## config.mk

```make
export PLATFORM = sky130hd
export DESIGN_NAME = tap_window_sreg
export DESIGN_NICKNAME = d
export VERILOG_FILES = /design/src/rtl/tap_window_sreg_pkg.sv /design/src/rtl/tap_sreg_lane.sv /design/src/rtl/tap_window_sreg.sv
export SDC_FILE = /design/constraint.sdc
export NUM_CORES = 1
export LEC_CHECK = 0
export ABC_AREA = 1
export CAP_MARGIN = 10
export CORE_MARGIN = 2
export CORE_UTILIZATION = 50
export CTS_CLUSTER_DIAMETER = 60
export CTS_CLUSTER_SIZE = 10
export DETAILED_ROUTE_END_ITERATION = 6
export PLACE_DENSITY = 0.83
export SYNTH_ARGS = -nofsm -noshare
export SYNTH_HDL_FRONTEND = slang
export SYNTH_HIERARCHICAL = 1
export SYNTH_SLANG_ARGS = --single-unit
```

## constraint.sdc

```tcl
create_clock -name clk -period 3.48 [get_ports clk]
set_input_delay 0.522 -clock clk [delete_from_list [all_inputs] [get_ports clk]]
set_output_delay 0.522 -clock clk [all_outputs]
set_load 0.05 [all_outputs]
```

## src/rtl/tap_window_sreg_pkg.sv

```systemverilog
// Shared sizing helpers and tap slice indexing for the tap window delay line.
// Pure compile-time functions; no logic, no latency, no flow control.
package tap_window_sreg_pkg;

    function automatic int fill_width(input int depth);
        return $clog2(depth + 1);
    endfunction

    // A stride of 1 still needs a 1-bit counter so the wrap compare stays legal.
    function automatic int stride_width(input int stride);
        return (stride > 1) ? $clog2(stride) : 1;
    endfunction

    function automatic int tap_lsb(input int k, input int c, input int channels, input int dw);
        return (k * channels + c) * dw;
    endfunction

endpackage

```

## src/rtl/tap_sreg_lane.sv

```systemverilog
// One lane of the delay line: tap0 takes din on en, older taps shift up by one.
// One-cycle load latency; holds when en is low, clr zeroes all taps.
module tap_sreg_lane #(
    parameter int DATA_WIDTH = 8,
    parameter int DEPTH      = 7
) (
    input  logic                        clk,
    input  logic                        en,
    input  logic                        clr,
    input  logic [DATA_WIDTH-1:0]       din,
    output logic [DEPTH*DATA_WIDTH-1:0] taps
);

    logic [DEPTH*DATA_WIDTH-1:0] sreg;

    always_ff @(posedge clk) begin
        if (clr) begin
            sreg <= '0;
        end else if (en) begin
            sreg <= {sreg[(DEPTH-1)*DATA_WIDTH-1:0], din};
        end
    end

    assign taps = sreg;

endmodule

```

## src/rtl/tap_window_sreg.sv

```systemverilog
// Multi-lane tap delay line exposing the last DEPTH samples as a window, with fill and stride control.
// Sample on tap0 one cycle after accept; a pending unconsumed window stalls input (in_ready low).
module tap_window_sreg
    import tap_window_sreg_pkg::*;
#(
    parameter int  DATA_WIDTH = 8,
    parameter int  DEPTH      = 7,
    parameter int  CHANNELS   = 1,
    parameter int  STRIDE     = 1,
    localparam int FW         = fill_width(DEPTH)
) (
    input  logic                                 clk,
    input  logic                                 rst,
    input  logic                                 flush,
    input  logic                                 in_valid,
    output logic                                 in_ready,
    input  logic [CHANNELS*DATA_WIDTH-1:0]       din,
    output logic [DEPTH*CHANNELS*DATA_WIDTH-1:0] taps,
    output logic                                 win_valid,
    input  logic                                 win_ready,
    output logic [FW-1:0]                        fill_level
);

    localparam int            SW          = stride_width(STRIDE);
    localparam logic [FW-1:0] FILL_FULL   = FW'(DEPTH);
    localparam logic [FW-1:0] FILL_LAST   = FW'(DEPTH - 1);
    localparam logic [SW-1:0] STRIDE_LAST = SW'(STRIDE - 1);

    logic          accept;
    logic          full;
    logic          filling;
    logic          wrap;
    logic          emit;
    logic          clr;
    logic [SW-1:0] stride_cnt;
    logic [DEPTH*DATA_WIDTH-1:0] lane_taps [CHANNELS];

    assign in_ready = !rst && !flush && (!win_valid || win_ready);
    assign accept   = in_valid && in_ready;
    assign full     = (fill_level == FILL_FULL);
    assign filling  = accept && (fill_level == FILL_LAST);
    assign wrap     = accept && full && (stride_cnt == STRIDE_LAST);
    assign emit     = filling || wrap;
    assign clr      = rst || flush;

    always_ff @(posedge clk) begin
        if (clr) begin
            fill_level <= '0;
            stride_cnt <= '0;
            win_valid  <= 1'b0;
        end else begin
            if (accept && !full) begin
                fill_level <= fill_level + FW'(1);
            end
            if (emit) begin
                stride_cnt <= '0;
            end else if (accept && full) begin
                stride_cnt <= stride_cnt + SW'(1);
            end
            // A consumed window is replaced in the same cycle if a new one is emitted.
            if (emit) begin
                win_valid <= 1'b1;
            end else if (win_ready) begin
                win_valid <= 1'b0;
            end
        end
    end

    for (genvar c = 0; c < CHANNELS; c++) begin : g_lane
        tap_sreg_lane #(
            .DATA_WIDTH(DATA_WIDTH),
            .DEPTH     (DEPTH)
        ) u_lane (
            .clk (clk),
            .en  (accept),
            .clr (clr),
            .din (din[c*DATA_WIDTH +: DATA_WIDTH]),
            .taps(lane_taps[c])
        );
    end

    // Interleave lanes so all channels of one tap are adjacent.
    always_comb begin
        taps = '0;
        for (int k = 0; k < DEPTH; k++) begin
            for (int c = 0; c < CHANNELS; c++) begin
                taps[tap_lsb(k, c, CHANNELS, DATA_WIDTH) +: DATA_WIDTH] =
                    lane_taps[c][k*DATA_WIDTH +: DATA_WIDTH];
            end
        end
    end

endmodule
```

==> flow_summary_export.csv, run 1 <==
group,metric,value,unit
layout,nFillCells,454,
sta,period_minus_slack,2.69,ns
placement,dp_hpwl,3450,µm
routing,vias_per_cell,4.35,
synth,synth_area_leaders,"dfxtp_1, nand2_1, nor2_1",
die,rows,26,
sta,max_freq,372,MHz
run,drv_cap,0,
synth,yosysMostFrequentCell,"nand2_1",
worst_setup_path,cp-end-kind,"output port",
die,core-area,5070,µm²
sta,final_max_slew_viol_count,0,
grt,grt_first_pass_wirelength,9280,µm
grt,grt_overflow,0,
synth,ys.warnings.count,6,
routing,drt_iter0_drc,103,
sta,period_share,77.2,%
routing,wl_per_cell,9.87,µm
sta,tightest_slew,0.561,ns
worst_setup_path,start_kind,"input pin",
layout,area_growth,36.3,%
worst_setup_path,r2r_cells,7,
synth,synth_cell_type_count,17,
pwr,p_leak,1.39,nW
placement,place_congestion,0.764,
routing,detail-route-antenna-nets,0,
worst_hold_path,min_path_cells,2,
clock_tree,cts_made_buffers,9,
die,initial_core_util,51.3,%
worst_setup_path,cp.arrival,2.16,ns
pwr,peakVddDrop,0.319,mV
routing,drcViolationCount,0,
synth,synth_edf_count,0,
sta,max_slew_margin,62.6,%
worst_setup_path,cp_max_fo,7,
status,outcome,"finished, final reports clean",
clock_tree,clkTransAtPathRegs,0.06,ns
clock_tree,ctsHtreeMaxLevel,3,
clock_tree,tritoncts,"yes",
synth,yosysTopAreaCellShare,46.9,%
layout,drive_above_1_share,4.65,%
die,fp.dieH,76.2,µm
sta,setup_violations,0,
clock_tree,postCtsResizedCells,0,
synth,async_flop_share,0,%
pwr,power,1.51,mW
clock_tree,clk_latency,0.33,ns
layout,finalNetCount,484,
layout,diodes,0,
sta,finalSetupTns,0,ns
sta,hold_viol,0,
synth,netlist_area,2600,µm²
sta,rsz0062_at_grt,"false",
routing,num_vias,2363,
synth,ys_ff_latch,61,
clock_tree,cts_sinks,61,
grt,grt_start_max_net_pins,116,
grt,grt_pass1_vias,2155,
grt,met2_usage,32.7,%
placement,port_buffers,73,
pwr,cellPowerDensity,424,nW/µm²
routing,dr.pass1.iters,4,
synth,yosys-top-cells-count,"nand2_1, nor2_1, inv_1, dfxtp_1, buf_2",
sta,skew,0.00716,ns
grt,busiest_layer,"met2",
worst_hold_path,holdCritPathClass,"reg2reg",
die,die_area,5800,µm²
clock_tree,post-cts-setup-buffer-count,0,
clock_tree,cts_max_path_buffers,2,
synth,syn_inst,400,
clock_tree,cts-root-buf,"clkbuf_8",
grt,track_usage,19.9,%
layout,regArea,1220,µm²
grt,gr-usage-met1,22.6,%
synth,ys_seq_area_share,46.9,%
synth,synth_top_cell_by_area,"dfxtp_1",
layout,utilization,69.9,%
synth,yosys_most_used_dff,"dfxtp_1",
die,die_w,76.2,µm
synth,syn_area_per_cell,6.51,µm²
layout,multi_input_area,1020,µm²
routing,wirelength,5360,µm
grt,antenna_found_initial,0,
clock_tree,ctsHoldBuffers,0,
worst_setup_path,worstSetupPathType,"in2out",
worst_setup_path,required,2.96,ns
synth,synth_nets,416,
die,io_pins,74,
grt,met3_usage,6.99,%
==> placed cells by master, fill, tap and decap left out <==
| master | netlist | routed |
|---|---|---|
| buf_4 | 1 | 1 |
| clkbuf_8 | 0 | 13 |
| clkdlybuf4s50_1 | 0 | 73 |
| nand3_1 | 2 | 2 |
| nand2_4 | 2 | 2 |
| nor2_1 | 119 | 119 |
| clkbuf_1 | 1 | 3 |
| a31oi_1 | 1 | 1 |
| dfxtp_1 | 61 | 61 |
| buf_12 | 0 | 1 |
| a21oi_1 | 1 | 1 |
| ha_1 | 3 | 3 |
| nor3_1 | 1 | 1 |
| nor2_8 | 1 | 1 |
| nand2_1 | 121 | 121 |
| inv_2 | 2 | 2 |
| inv_1 | 66 | 66 |
| nor2_4 | 1 | 1 |
| bufinv_8 | 1 | 1 |
==> per-stage QoR <==
| stage | cell area (µm²) | std cells | hold slack, ns | setup slack, ns |
|---|---|---|---|---|
| 2_1_floorplan | 2600 | 400 | 0.435 | 1.83 |
| 3_3_place_gp | 3360 | 527 | 0.447 | 0.827 |
| 3_5_place_dp | 3360 | 527 | 0.458 | 0.791 |
| 4_1_cts | 3550 | 543 | 0.466 | 0.791 |
| 5_1_grt | 3550 | 543 | 0.496 | 0.741 |
| 6_report | 3550 | 543 | 0.464 | 0.794 |
==> cells by family after synthesis <==
logic type | after synthesis | share of synthesized area [%]
buffers and inverters | 87 | 14.0
and+or+nand+nor | 247 | 37.2
adders and majority gates | 3 | 1.44
AOI/OAI and AO/OA | 2 | 0.432
DFF | 61 | 46.9
==> worst max-delay path, stage by stage <==
cell             delay [ns]
clkdlybuf4s50_1        0.44
nor2_4                 0.23
nand2_4                0.11
inv_1                  0.06
clkdlybuf4s50_1        0.80
==> power by group <==
| part | total (mW) | switching (mW) | internal, mW |
|---|---|---|---|
| registers | 0.724 | 0.0107 | 0.713 |
| logic | 0.191 | 0.122 | 0.0691 |
| clock network | 0.591 | 0.253 | 0.338 |
==> sequential cells by signal (all words and copies together) (netlist names) <==
signal and flops:
win_valid 1, stride_cnt 1, fill_level 3, g_lane.u_lane/taps 56
==> per-layer routing <==
layer / share of wire [%] / vias up / routed length, µm
met2: 45 / 60 / 2420
met3: 7.7 / 11 / 412
met1: 45 / 1024 / 2410
met5: 0 / - / 0
li1: - / 1268 / -
met4: 2.2 / 0 / 118
==> path summary, 6_finish.rpt <==
path                      startpoint                    endpoint  slack (ns)
max                            flush                    in_ready        0.79
min          stride_cnt$_SDFFE_PP0P_     stride_cnt$_SDFFE_PP0P_        0.46
max reg2reg   win_valid$_SDFFE_PP0P_  fill_level[0]$_SDFFE_PP0P_        2.06
min reg2reg  stride_cnt$_SDFFE_PP0P_     stride_cnt$_SDFFE_PP0P_        0.46
==> final cells by class <==
class / count / share of cell area, %
multi-input cells: 252 / 28.7
flip-flops and latches: 61 / 34.4
inverters: 69 / 7.69
repair buffers: 75 / 21.4
clock buffers: 16 / 5.36
well taps: 70 / 2.47
Power figures use the tool's default switching activity.
==> inputs of run 2 (changes only) <==
- CORE_UTILIZATION: 50 -> 43
- PLACE_DENSITY: 0.83 -> 0.76
- clock period: 3.48 -> 2.2 ns (I/O delays scaled with it)
==> run 2 against run 1 <==
  * Clock skew decreased by 0.0054 ns
  * Sequential share of layout area fell by 0.65 points
  * Register-to-register slack lost 1.1 ns
  * Cell count up 1.3%
  * Global-route usage fell by 3.8 points
  * Critical endpoint is now taps[18]
  * Largest cell class unchanged
  * Highest routed layer unchanged
==> flow_summary_export.csv, run 2 (synthesis gave the netlist of run 1 again) <==
group,metric,value,unit
layout,drive_above_1_share,5.26,%
clock_tree,cts-root-buf,"clkbuf_8",
worst_setup_path,cp_max_fo,3,
pwr,seqPwrFrac,48.1,%
worst_setup_path,worstPathCellList,"clkdlybuf4s50_1",
clock_tree,cts_made_buffers,9,
pwr,internal_power,1.78,mW
clock_tree,ctsHoldBuffers,0,
sta,finalSetupTns,0,ns
worst_setup_path,start_kind,"flop",
clock_tree,cts_max_path_buffers,2,
routing,wl_per_cell,9.34,µm
status,outcome,"finished, final reports clean",
sta,max_freq,536,MHz
grt,antenna_found_initial,0,
die,fp.dieH,81.8,µm
pwr,p_switching,0.600,mW
die,die_area,6690,µm²
die,core-area,5890,µm²
placement,port_buffers,73,
sta,setup_violations,0,
grt,grt_start_max_net_pins,57,
routing,drt_iter0_drc,135,
clock_tree,post-cts-setup-buffer-count,0,
die,io_pins,74,
sta,final_max_slew_viol_count,0,
clock_tree,clkTransAtPathRegs,0.06,ns
worst_setup_path,ff2ff_setup_slack,0.98,ns
clock_tree,cts_sinks,61,
grt,grt_pass1_vias,2050,
placement,place_ws,0.381,ns
sta,tightest_slew,0.535,ns
routing,dr.pass1.iters,4,
sta,period_minus_slack,1.86,ns
worst_setup_path,worstSetupPathType,"reg2out",
worst_setup_path,r2r_cells,7,
layout,final_common_cell,"nand2_1",
worst_setup_path,critPathTopFamily,"buffers and inverters",
worst_setup_path,cp_slowest_stage_delay,0.84,ns
pwr,p_leak,1.41,nW
clock_tree,postCtsResizedCells,0,
routing,wirelength,5140,µm
sta,rsz0062_at_grt,"false",
grt,grt_overflow,0,
placement,place_congestion,0.709,
die,rows,28,
sta,period_share,84.8,%
grt,track_usage,16.1,%
worst_setup_path,crit_slowest_cell,"clkdlybuf4s50_1",
clock_tree,tritoncts,"yes",
routing,drcViolationCount,0,
layout,area_growth,38.9,%
sta,fin_ws,0.335,ns
sta,hold_viol,0,
worst_setup_path,path_depth,1,
worst_setup_path,required,1.87,ns
pwr,cellPowerDensity,658,nW/µm²
grt,grt_first_pass_wirelength,8340,µm
routing,vias_per_cell,4.24,
layout,largest_reg_flops,56,
layout,finalNetCount,486,
worst_hold_path,min_path_cells,2,
run,drv_cap,0,
sta,max_slew_margin,64.2,%
pwr,p_clk_share,38.8,%
layout,nFillCells,587,
pwr,power,2.38,mW
worst_setup_path,cp-end-kind,"output port",
pwr,peakVddDrop,0.381,mV
layout,mostFrequentLayoutCells,"nand2_1, nor2_1, clkdlybuf4s50_1",
routing,detail-route-antenna-nets,0,
layout,diodes,0,
layout,utilization,61.5,%
clock_tree,ctsHtreeMaxLevel,3,
worst_setup_path,path_buf_inv,1,
clock_tree,clk_latency,0.32,ns
placement,dp_hpwl,3570,µm
worst_setup_path,cp.arrival,1.53,ns
worst_hold_path,holdCritPathClass,"reg2reg",
sta,skew,0.00176,ns
pwr,sw_frac_of_total,25.2,%
routing,num_vias,2332,
die,die_w,81.8,µm
die,initial_core_util,44.2,%
pwr,comb_power_share,13.1,%
sta,holdWs,0.468,ns
[run 2: cell count changes in the layout (fill, tap and decap cells not counted), sizes merged]
cell           previous run  this run
buf                       2         5
clkdlybuf4s50            73        72
clkinv                    0         1
inv                      68        67
[run 2: power groups by stage]
stage	combinational (mW)	sequential (mW)	clock, mW
6_report	0.311	1.15	0.924
5_1_grt	0.343	1.15	1.01
4_1_cts	0.314	1.15	0.956
3_5_place_dp	0.314	1.17	0
3_3_place_gp	0.310	1.17	0
2_1_floorplan	0.136	1.25	0
[run 2: tightest hold or removal path, cell delays in order (launching register included)]
cell	delay, ns
dfxtp_1	0.31
nor2_1	0.08
nor2_1	0.05
[run 2: area by class of cell]
| class | count | area (µm²) | share of cell area (%) |
|---|---|---|---|
| inverter | 69 | 273 | 7.54 |
| tap | 75 | 93.8 | 2.59 |
| sequential | 61 | 1220 | 33.8 |
| timing repair buffer | 77 | 821 | 22.7 |
| clock buffer | 16 | 190 | 5.26 |
| multi-input combinational | 252 | 1020 | 28.2 |
[run 2: stage by stage]
step | cell area (µm²) | instances
floorplan | 2600 | 400
global route | 3620 | 550
detailed placement | 3430 | 534
global placement | 3430 | 534
finish | 3620 | 550
CTS | 3620 | 550
[run 2: final timing paths]
| path | startpoint | end |
|---|---|---|
| hold / removal | g_lane[0].u_lane/taps[54]$_SDFFE_PP0P_ | g_lane[0].u_lane/taps[54]$_SDFFE_PP0P_ |
| setup / recovery | g_lane[0].u_lane/taps[18]$_SDFFE_PP0P_ | taps[18] |
| setup reg to reg | win_valid$_SDFFE_PP0P_ | g_lane[0].u_lane/taps[23]$_SDFFE_PP0P_ |
| hold reg to reg | g_lane[0].u_lane/taps[54]$_SDFFE_PP0P_ | g_lane[0].u_lane/taps[54]$_SDFFE_PP0P_ |
[run 2: metal layers]
metal	vias to the layer above	GRT usage [%]	part of all wire (%)
met3	8	6.48	7.4
met1	998	18.1	47
met4	0	8.00	1.3
li1	1270	-	-
met2	56	26.3	44
met5	-	0	0
==> inputs of run 3 (changes only) <==
- CORE_UTILIZATION: 43 -> 47
- PLACE_DENSITY: 0.76 -> 0.79
- clock period: 2.2 -> 1.8 ns (I/O delays scaled with it)
==> run 3 against run 2 <==
  * Count of clock-buffer cells in the layout shrank 1
  * Non-clock buffer count increased by 1
  * Worst hold slack improved by 0.00071 ns
  * Clock power is 27% higher
  * Clock skew is 0.0030 ns higher
  * Routed wire length is 1.7% higher
  * Largest power group unchanged
  * Critical path type unchanged
  * First-iteration DRC count is 25% lower
  * Cell count decreased by 0.55%
  * Global-route usage rose by 2.3 points
  * Register-to-register slack lost 0.43 ns
  * Setup slack worse by 0.28 ns
==> flow_summary_export.csv, run 3 (synthesis gave the netlist of run 1 again) <==
group,metric,value,unit
worst_setup_path,cp_slowest_stage_delay,0.81,ns
layout,final_common_cell,"nand2_1",
sta,period_minus_slack,1.75,ns
routing,num_vias,2319,
layout,fin_area,3650,µm²
sta,setup_violations,0,
pwr,p_switching,0.741,mW
clock_tree,ctsHoldBuffers,0,
die,io_pins,74,
pwr,p_leak,2.01,nW
clock_tree,clkTransAtPathRegs,0.06,ns
sta,max_slew_margin,65.3,%
clock_tree,cts_sinks,61,
status,outcome,"finished, final reports clean",
placement,place_congestion,0.757,
sta,max_freq,572,MHz
worst_setup_path,crit_slowest_cell,"clkdlybuf4s50_1",
layout,area_growth,40.4,%
worst_setup_path,cp_max_fo,2,
grt,gr-usage-met1,22.0,%
pwr,power,2.94,mW
sta,finalSetupTns,0,ns
layout,nFillCells,467,
clock_tree,cts_max_path_buffers,2,
worst_setup_path,path_buf_inv,1,
pwr,p_clk_share,39.6,%
grt,grt_overflow,0,
layout,regArea,1220,µm²
routing,wirelength,5220,µm
die,initial_core_util,47.9,%
pwr,comb_power_share,12.8,%
pwr,internal_power,2.20,mW
grt,grt_start_max_net_pins,58,
layout,largest_reg_flops,56,
layout,layoutNonFillerInstCount,547,
routing,drcViolationCount,0,
clock_tree,ctsHtreeMaxLevel,3,
worst_setup_path,critPathTopFamily,"buffers and inverters",
die,rows,27,
placement,port_buffers,73,
layout,utilization,67.2,%
grt,antenna_found_initial,0,
die,core-area,5440,µm²
clock_tree,tritoncts,"yes",
worst_setup_path,worstPathCellList,"clkdlybuf4s50_1",
grt,met3_usage,7.59,%
layout,multi_input_area,1020,µm²
clock_tree,clk_latency,0.33,ns
worst_setup_path,cp-end-kind,"output port",
worst_setup_path,worstSetupPathType,"reg2out",
pwr,sw_frac_of_total,25.2,%
worst_hold_path,holdCritPathClass,"reg2reg",
grt,grt_first_pass_wirelength,8870,µm
die,fp.dieH,78.4,µm
placement,dp.cells,532,
die,die_area,6150,µm²
sta,final_max_slew_viol_count,0,
sta,period_share,97.2,%
placement,place_area,3400,µm²
layout,mostFrequentLayoutCells,"nand2_1, nor2_1, inv_1",
worst_setup_path,required,1.53,ns
sta,tightest_slew,0.520,ns
sta,holdWs,0.468,ns
placement,place_ws,0.132,ns
sta,skew,0.00477,ns
worst_setup_path,start_kind,"flop",
grt,track_usage,18.4,%
routing,detail-route-antenna-nets,0,
pwr,peakVddDrop,0.686,mV
routing,dr.pass1.iters,4,
pwr,cellPowerDensity,805,nW/µm²
run,drv_cap,0,
layout,diodes,0,
routing,vias_per_cell,4.24,
clock_tree,cts-root-buf,"clkbuf_8",
sta,rsz0062_at_grt,"false",
worst_setup_path,cp.arrival,1.48,ns
sta,hold_viol,0,
placement,dp_hpwl,3450,µm
layout,drive_above_1_share,8.63,%
pwr,seqPwrFrac,47.6,%
clock_tree,cts_made_buffers,9,
grt,busiest_layer,"met2",
routing,drt_iter0_drc,101,
die,die_w,78.4,µm
clock_tree,post-cts-setup-buffer-count,0,
layout,finalNetCount,487,
routing,wl_per_cell,9.54,µm
grt,grt_pass1_vias,2066,
grt,met2_usage,29.2,%
sta,fin_ws,0.0512,ns
-- run 3: changes by cell type in the layout (fill, tap and decap cells not counted) --
cell,before,now
dlygate4sd2_1,0,8
buf_4,0,15
clkbuf_1,3,1
clkdlybuf4s50_1,72,21
dlymetal6s2s_1,0,29
clkbuf_8,13,14
-- run 3: power by group through the flow --
stage | clock network, mW | registers (mW) | logic, mW
after floorplan | 0 | 1.53 | 0.166
after global placement | 0 | 1.43 | 0.379
after detailed placement | 0 | 1.43 | 0.383
after CTS | 1.20 | 1.40 | 0.381
after global routing | 1.26 | 1.40 | 0.415
final | 1.17 | 1.40 | 0.378
-- run 3: worst paths after layout --
| check | cells past startpoint | endpoint | start | slack, ns |
|---|---|---|---|---|
| worst max-delay path | 1 | taps[55] | g_lane[0].u_lane/taps[55]$_SDFFE_PP0P_ | 0.05 |
| worst min-delay path | 2 | stride_cnt$_SDFFE_PP0P_ | stride_cnt$_SDFFE_PP0P_ | 0.47 |
| worst max register to register | 7 | g_lane[0].u_lane/taps[14]$_SDFFE_PP0P_ | win_valid$_SDFFE_PP0P_ | 0.55 |
| worst min register to register | 2 | stride_cnt$_SDFFE_PP0P_ | stride_cnt$_SDFFE_PP0P_ | 0.47 |
-- run 3: layout make-up --
class                           count  area share, %
Clock buffer                       15           5.37
Inverter                           69           7.46
Multi-Input combinational cell    252           27.9
Sequential cell                    61           33.4
Tap cell                           72           2.46
Timing Repair Buffer               78           23.4
-- run 3: worst reg2reg max path, stage by stage, from the launching register on --
cell	delay [ns]
dfxtp_1	0.31
nand2_1	0.12
nand2_4	0.09
nor2_8	0.16
buf_12	0.24
nand2_1	0.10
nand2_1	0.07
nor2_1	0.05
-- run 3: what timing repair did --
item,in CTS,in global routing
pin swaps,0,0
endpoints found under the setup margin,8,29
resized for setup,8,29
-- run 3: routing by layer --
layer	part of all wire (%)	wire length (µm)
met1	47	2450
met3	6.8	357
met2	45	2370
met5	0	0
met4	0.86	45
